===== config.mk =====
export PLATFORM = sky130hd
export DESIGN_NAME = flp_spi_slave32
export DESIGN_NICKNAME = d
export VERILOG_FILES = /design/src/rtl/flp_spi_pkg.sv /design/src/rtl/flp_sync_bit.sv /design/src/rtl/flp_spi_slave32.sv
export SDC_FILE = /design/constraint.sdc
export NUM_CORES = 1
export LEC_CHECK = 0
export ABC_CLOCK_PERIOD_IN_PS = 26100
export CAP_MARGIN = 20
export CORE_ASPECT_RATIO = 1.2
export CORE_MARGIN = 3
export CORE_UTILIZATION = 35
export CTS_CLUSTER_DIAMETER = 100
export CTS_CLUSTER_SIZE = 14
export DETAILED_ROUTE_END_ITERATION = 10
export PLACE_DENSITY = 0.47
export SYNTH_ARGS = -nofsm -noshare
export SYNTH_HDL_FRONTEND = slang
export SYNTH_SLANG_ARGS = --single-unit

===== constraint.sdc =====
create_clock -name CLK -period 26.1 [get_ports CLK]
set_input_delay 7.83 -clock CLK [delete_from_list [all_inputs] [get_ports CLK]]
set_output_delay 7.83 -clock CLK [all_outputs]
set_load 0.02 [all_outputs]

===== src/rtl/flp_spi_pkg.sv =====
// Shared frame constants and FSM state encoding for the FLP SPI slave
// and the SPICore32 master that talks to it.
package flp_spi_pkg;
  localparam int FRAME_W = 32;
  localparam int CMD_W   = 8;
  localparam int DATA_W  = 24;
  localparam int REG_CNT = 16;
  localparam int ADDR_W  = 4;
  localparam int CNT_W   = 6;

  typedef enum logic [2:0] {
    ST_WAIT,
    ST_IDLE,
    ST_CMD,
    ST_DATA,
    ST_OVER
  } state_t;
endpackage


===== src/rtl/flp_sync_bit.sv =====
// Multi-flop synchronizer for one asynchronous input bit, with a
// selectable reset value so idle-high lines come out of reset idle.
module flp_sync_bit #(
  parameter int   STAGES  = 2,
  parameter logic RST_VAL = 1'b0
) (
  input  logic clk,
  input  logic rst,
  input  logic d,
  output logic q
);
  logic [STAGES-1:0] ff;

  always_ff @(posedge clk or posedge rst) begin
    if (rst) begin
      ff <= {STAGES{RST_VAL}};
    end else begin
      for (int i = STAGES - 1; i > 0; i--) ff[i] <= ff[i-1];
      ff[0] <= d;
    end
  end

  assign q = ff[STAGES-1];
endmodule


===== src/rtl/flp_spi_slave32.sv =====
// SPI mode-0 slave with 32-bit frames (rnw, 7-bit addr, 24-bit data)
// backed by a 16 x 24-bit register file, oversampled on CLK.
module flp_spi_slave32
  import flp_spi_pkg::*;
#(
  parameter int                SYNC_STAGES = 2,
  parameter logic [DATA_W-1:0] REG_INIT    = 24'h000000
) (
  input  logic              CLK,
  input  logic              RST,
  input  logic              spi_sclk,
  input  logic              spi_csb,
  input  logic              spi_sdi,
  output logic              spi_sdo,
  output logic              spi_sdo_oe,
  output logic              wr_valid,
  output logic [ADDR_W-1:0] wr_addr,
  output logic [DATA_W-1:0] wr_data,
  output logic              frame_err,
  input  logic [ADDR_W-1:0] reg_rd_addr,
  output logic [DATA_W-1:0] reg_rd_data,
  output state_t            dbg_state
);
  // wr_valid and frame_err are single-CLK event pulses with no ready/backpressure:
  // the consumer must sample them on the cycle they are high.

  logic sclk_s, csb_s, sdi_s;
  logic sclk_d, csb_d;
  logic sclk_rise, sclk_fall, csb_rise, csb_fall;

  state_t             state, state_nx;
  logic [CNT_W-1:0]   cnt;
  logic [FRAME_W-1:0] sh;
  logic [DATA_W-1:0]  out_sh;
  logic               rd_q;
  logic               overrun;
  logic [7:0]         warm_cnt;
  logic               warm_done;
  logic [DATA_W-1:0]  regs [REG_CNT];

  flp_sync_bit #(.STAGES(SYNC_STAGES), .RST_VAL(1'b0)) u_sync_sclk (
    .clk(CLK), .rst(RST), .d(spi_sclk), .q(sclk_s)
  );
  flp_sync_bit #(.STAGES(SYNC_STAGES), .RST_VAL(1'b1)) u_sync_csb (
    .clk(CLK), .rst(RST), .d(spi_csb), .q(csb_s)
  );
  flp_sync_bit #(.STAGES(SYNC_STAGES), .RST_VAL(1'b0)) u_sync_sdi (
    .clk(CLK), .rst(RST), .d(spi_sdi), .q(sdi_s)
  );

  // csb edges take priority: an sclk edge in the same CLK as a csb rise is dropped.
  assign csb_rise  = csb_s & ~csb_d;
  assign csb_fall  = ~csb_s & csb_d;
  assign sclk_rise = sclk_s & ~sclk_d & ~csb_rise;
  assign sclk_fall = ~sclk_s & sclk_d & ~csb_rise;

  // The synchronizers come out of reset reading csb high; wait until the
  // real pin value has flushed through before trusting csb to leave WAIT.
  assign warm_done = (warm_cnt == 8'(SYNC_STAGES + 1));

  always_ff @(posedge CLK or posedge RST) begin
    if (RST) state <= ST_WAIT;
    else     state <= state_nx;
  end

  always_comb begin
    state_nx = state;
    case (state)
      ST_WAIT: if (warm_done && csb_s) state_nx = ST_IDLE;
      ST_IDLE: if (csb_fall) state_nx = ST_CMD;
      ST_CMD: begin
        if (csb_rise) state_nx = ST_IDLE;
        else if (sclk_rise && cnt == CNT_W'(CMD_W - 1)) state_nx = ST_DATA;
      end
      ST_DATA: begin
        if (csb_rise) state_nx = ST_IDLE;
        else if (sclk_rise && cnt == CNT_W'(FRAME_W - 1)) state_nx = ST_OVER;
      end
      ST_OVER: if (csb_rise) state_nx = ST_IDLE;
      default: state_nx = ST_WAIT;
    endcase
  end

  always_comb begin
    spi_sdo_oe  = (state == ST_DATA) && rd_q;
    spi_sdo     = spi_sdo_oe & out_sh[DATA_W-1];
    reg_rd_data = regs[reg_rd_addr];
    dbg_state   = state;
  end

  always_ff @(posedge CLK or posedge RST) begin
    if (RST) begin
      sclk_d    <= 1'b0;
      csb_d     <= 1'b1;
      cnt       <= '0;
      sh        <= '0;
      out_sh    <= '0;
      rd_q      <= 1'b0;
      overrun   <= 1'b0;
      warm_cnt  <= '0;
      wr_valid  <= 1'b0;
      wr_addr   <= '0;
      wr_data   <= '0;
      frame_err <= 1'b0;
      for (int i = 0; i < REG_CNT; i++) regs[i] <= REG_INIT;
    end else begin
      sclk_d    <= sclk_s;
      csb_d     <= csb_s;
      wr_valid  <= 1'b0;
      frame_err <= 1'b0;
      if (state == ST_WAIT && !warm_done) warm_cnt <= warm_cnt + 8'd1;

      case (state)
        ST_IDLE: begin
          if (csb_fall) begin
            cnt     <= '0;
            sh      <= '0;
            overrun <= 1'b0;
            rd_q    <= 1'b0;
          end
        end
        ST_CMD: begin
          if (csb_rise) begin
            frame_err <= 1'b1;
          end else if (sclk_rise) begin
            sh  <= {sh[FRAME_W-2:0], sdi_s};
            cnt <= cnt + CNT_W'(1);
            // Last command bit: {sh[6:0], sdi_s} is the full rnw/addr byte.
            if (cnt == CNT_W'(CMD_W - 1)) begin
              rd_q   <= sh[6];
              out_sh <= (sh[6] && sh[5:3] == 3'b000) ? regs[{sh[2:0], sdi_s}] : '0;
            end
          end
        end
        ST_DATA: begin
          if (csb_rise) begin
            frame_err <= 1'b1;
          end else if (sclk_rise) begin
            sh  <= {sh[FRAME_W-2:0], sdi_s};
            cnt <= cnt + CNT_W'(1);
          end else if (sclk_fall && cnt >= CNT_W'(CMD_W + 1)) begin
            // Bit 23 must stay up through the first data rise, so the first fall is skipped.
            out_sh <= {out_sh[DATA_W-2:0], 1'b0};
          end
        end
        ST_OVER: begin
          if (csb_rise) begin
            if (overrun) begin
              frame_err <= 1'b1;
            end else if (!sh[31] && sh[30:28] == 3'b000) begin
              regs[sh[27:24]] <= sh[DATA_W-1:0];
              wr_valid        <= 1'b1;
              wr_addr         <= sh[27:24];
              wr_data         <= sh[DATA_W-1:0];
            end
          end else if (sclk_rise) begin
            overrun <= 1'b1;
          end
        end
        default: ;
      endcase
    end
  end
endmodule


==> results by group <==
Setup path
  – Setup CP Type: input pin to output pin
  – Startpoint types: input pin
  – CP peak stage delay: approximately 0.78 ns
  – Required @ worst endpoint: ~18 ns
  – R2r endpoint: regs[335]
  – Most used cell, CP: mux4_2
  – Critical path's slowest cell: buf_4
  – R2R setup slack: ~22 ns
  – Crit-path cells: buf_6, buf_4, mux4_2, mux4_2, clkdlybuf4s50_1
  – Worst Path Max Fanout: 59
  – Worst Path Arrival: roughly 11 ns
  – Crit path buffers/inverters: 3
  – Family with the most delay on the worst path: buffers and inverters
  – FF-to-FF path depth: 5
  – Crit Reg-Reg Startpoint: dbg_state[2]
  – Worst Setup End Kind: output pin

Drt
  – Number of vias per cell: ~5.8
  – Detailed-route via count: between 15000 and 20000
  – DRT iter0 DRCs: a little under 1000
  – First drt pass iteration count: 4
  – DRC viols: 0
  – WL final: 76000 um
  – WL per Instance: around 28 um
  – Post-route ant nets: 0

Yosys
  – EDFF count, synth: 0
  – Number of library cell types mapped by synthesis: 60
  – Adder-cell share of the synthesized area: 0.00197
  – Mean Syn Cell Area: between 10 and 15 um^2
  – Compound-cell area share of the yosys netlist: 0.0445
  – Yosys top cell by area: dfrtp_1
  – Yosys top cell area share: 0.486
  – Most frequent cells after synthesis: dfrtp_1, mux2_2, mux4_2, nand2_1
  – Mapped Nets: about 1800
  – Cells after Synth: ~1800
  – Asr flop ratio synth: 1.00
  – Multiplexer share of the synthesized area: 0.365
  – XOR/XNOR Fraction of Synth Area: 0.00379
  – Synthesized area: roughly 0.025 mm^2
  – Top cells by area, synth: dfrtp_1, mux4_2, mux2_2, mux2i_1, mux2_4
  – Post-Synth Simple-Gate Area: 0.0587
  – Sequential fraction of the synthesis area: 0.489
  – Cell with the most instances after synthesis: dfrtp_1
  – Synthesis Warnings: 0
  – #FFs+latches synth: roughly 500
  – Largest family of logic cells by synthesized area: multiplexers
  – Synth Flop Type: dfrtp_1

Cells and area
  – Final net count: between 1500 and 2000
  – Fillers: between 6000 and 7000
  – FF+latch area: roughly 0.012 mm^2
  – Share of post-route cells with drive strength above 1: 0.376
  – Area of the multi-input gates: around 0.012 mm^2
  – Area Growth Syn to Fin: 9.43%
  – Diode count: 0
  – Design area: roughly 0.028 mm^2

Placement
  – HPWL after DPL: roughly 41000 um
  – PortBufs: 67
  – GPL Wtd Cong: 0.733
  – Placement Cell Area: roughly 0.027 mm^2

Power and ir drop
  – Switching Fraction: 0.285
  – Tot Pwr: 1560 uW
  – Pwr/cell area: approximately 56 mW/mm^2
  – Clock Power Share: 0.364
  – Gate power share: 0.120
  – Sequential fraction of design power: 0.516
  – Internal: 1120 uW
  – Leakage: approximately 0.013 uW
  – P_sw: ~440 uW
  – VDD IR max: 49.3 uV

Floorplan
  – IO Count: 68
  – Cell Rows: 107
  – Height of the die: between 300 and 400 um
  – Die Wd: 252 um
  – Die area: roughly 0.076 mm^2
  – Initial Util: 0.356
  – Core area: between 0.07 and 0.08 mm^2

Global route
  – Antenna violations before repair: 0
  – Tot GR Track Use: 0.203
  – Aggregate global routing overflow: 0
  – Largest net degree at the start of global routing: around 80
  – Vias in the first global route: between 15000 and 20000
  – First-pass GRT wire length: around 110000 um

Clock network
  – Worst-path clk slew: 0.06 ns
  – Post-CTS Hold Buffers: 0
  – Root buf cell: clkbuf_16
  – Clock Sinks: just under 500
  – Longest Clk Path Bufs: 3
  – Inserted Clock Buffers: 41
  – Clock latency at the later pin of the worst-skew pair: around 0.57 ns
  – H-tree levels: 2
  – CTS tree: built
  – Post-CTS resize count: 0
  – Post-CTS setup buffers: 0

Timing
  – Pins over their slew limit: 0
  – RSZ-0062 raised after global routing: no
  – Hold Fails Final Rpt: 0
  – Tmin final: between 15 and 20 ns
  – Final Cycle Share: 0.722
  – Clk_skew: 0.0225 ns
  – Rel. slew slack: 0.230
  – Final setup viols: 0
  – Setup_tns: 0 ns
  – Slew @ Worst Pin: 1.16 ns
  – Fmax: roughly 53 MHz

Worst hold path
  – Hold Path Sink: u_sync_csb.ff[1]
  – Beginning of the worst hold path: u_sync_csb.ff[0]
  – Hold Crit Class: flip-flop to flip-flop
  – Hold Path Depth: 0

Job
  – Number of max-cap violations: 0

Status
  – Status: completed
[metal layers]
metal	GRT usage	routed length, um	vias up
met4	0.0486	1710	0
met1	0.273	33600	8498
met2	0.352	38300	316
met3	0.0237	2450	87
met5	0	0	-
li1	-	-	6666
[power groups by stage]
stage | clock network (uW) | logic [uW] | registers, uW
after floorplan | 0 | 126 | 800
after global placement | 0 | 183 | 820
after detailed placement | 0 | 184 | 820
after CTS | 592 | 184 | 805
after global routing | 619 | 201 | 807
final | 569 | 187 | 804
[logic make-up after synthesis]
| kind of cell | after synthesis |
|---|---|
| compound gates | 161 |
| xor+xnor | 11 |
| fa+ha+maj | 4 |
| buf+inv | 193 |
| flops | 497 |
| mux | 652 |
| simple gates | 289 |
[stage by stage]
stage,utilization,setup WS (ns),hold slack [ns],cells
floorplan,-,4.40,0.331,1807
global placement,0.374,7.19,0.348,2651
detailed placement,0.374,7.13,0.350,2651
CTS,0.388,7.13,0.363,2702
global route,0.389,6.98,0.364,2704
finish,0.389,7.25,0.363,2704
[how the worst max path moves through the flow]
stage	startpoint	endpoint	cells past startpoint
floorplan	RST	cnt[0]	1
global placement	reg_rd_addr[0]	reg_rd_data[21]	5
detailed placement	reg_rd_addr[0]	reg_rd_data[21]	5
CTS	reg_rd_addr[0]	reg_rd_data[21]	5
global route	reg_rd_addr[0]	reg_rd_data[23]	5
finish	reg_rd_addr[0]	reg_rd_data[9]	5
[placed cells by master, fill, tap and decap left out, types with 4 or more instances in the layout]
| master | n |
|---|---|
| o21ai_0 | 7 |
| mux2_2 | 335 |
| dfrtp_1 | 491 |
| a31oi_1 | 26 |
| nand3_1 | 37 |
| nor4_4 | 6 |
| nor3_4 | 9 |
| xnor2_1 | 9 |
| buf_4 | 39 |
| inv_1 | 5 |
| mux2_4 | 40 |
| clkbuf_16 | 41 |
| nand2_1 | 151 |
| a221oi_1 | 23 |
| mux2i_1 | 95 |
| o211ai_1 | 23 |
| ha_1 | 4 |
| clkdlybuf4s50_1 | 63 |
| mux2_1 | 12 |
| nor3_1 | 6 |
| nor2_1 | 38 |
| clkbuf_1 | 9 |
| mux4_2 | 170 |
| a21oi_1 | 26 |
| a22oi_1 | 47 |
| nand2b_1 | 7 |
[final cells by class]
class | instances | area share
well taps | 926 | 0.0417
flip-flops and latches | 497 | 0.448
repair buffers | 107 | 0.0354
inverters | 6 | 0.00108
multi-input cells | 1117 | 0.436
clock inverters | 1 | 0.000315
clock buffers | 50 | 0.0381
[state kept, by name, indices dropped and copies added, names as in the netlist]
name / count
u_sync_sdi.ff: 2
wr_data: 24
regs: 384
dbg_state: 3
sh: 32
out_sh: 24
sclk_d: 1
wr_valid: 1
u_sync_sclk.ff: 2
u_sync_csb.ff: 2
frame_err: 1
cnt: 6
csb_d: 1
warm_cnt: 8
rd_q: 1
wr_addr: 4
overrun: 1
No activity file was read; power rests on OpenSTA's default activity.
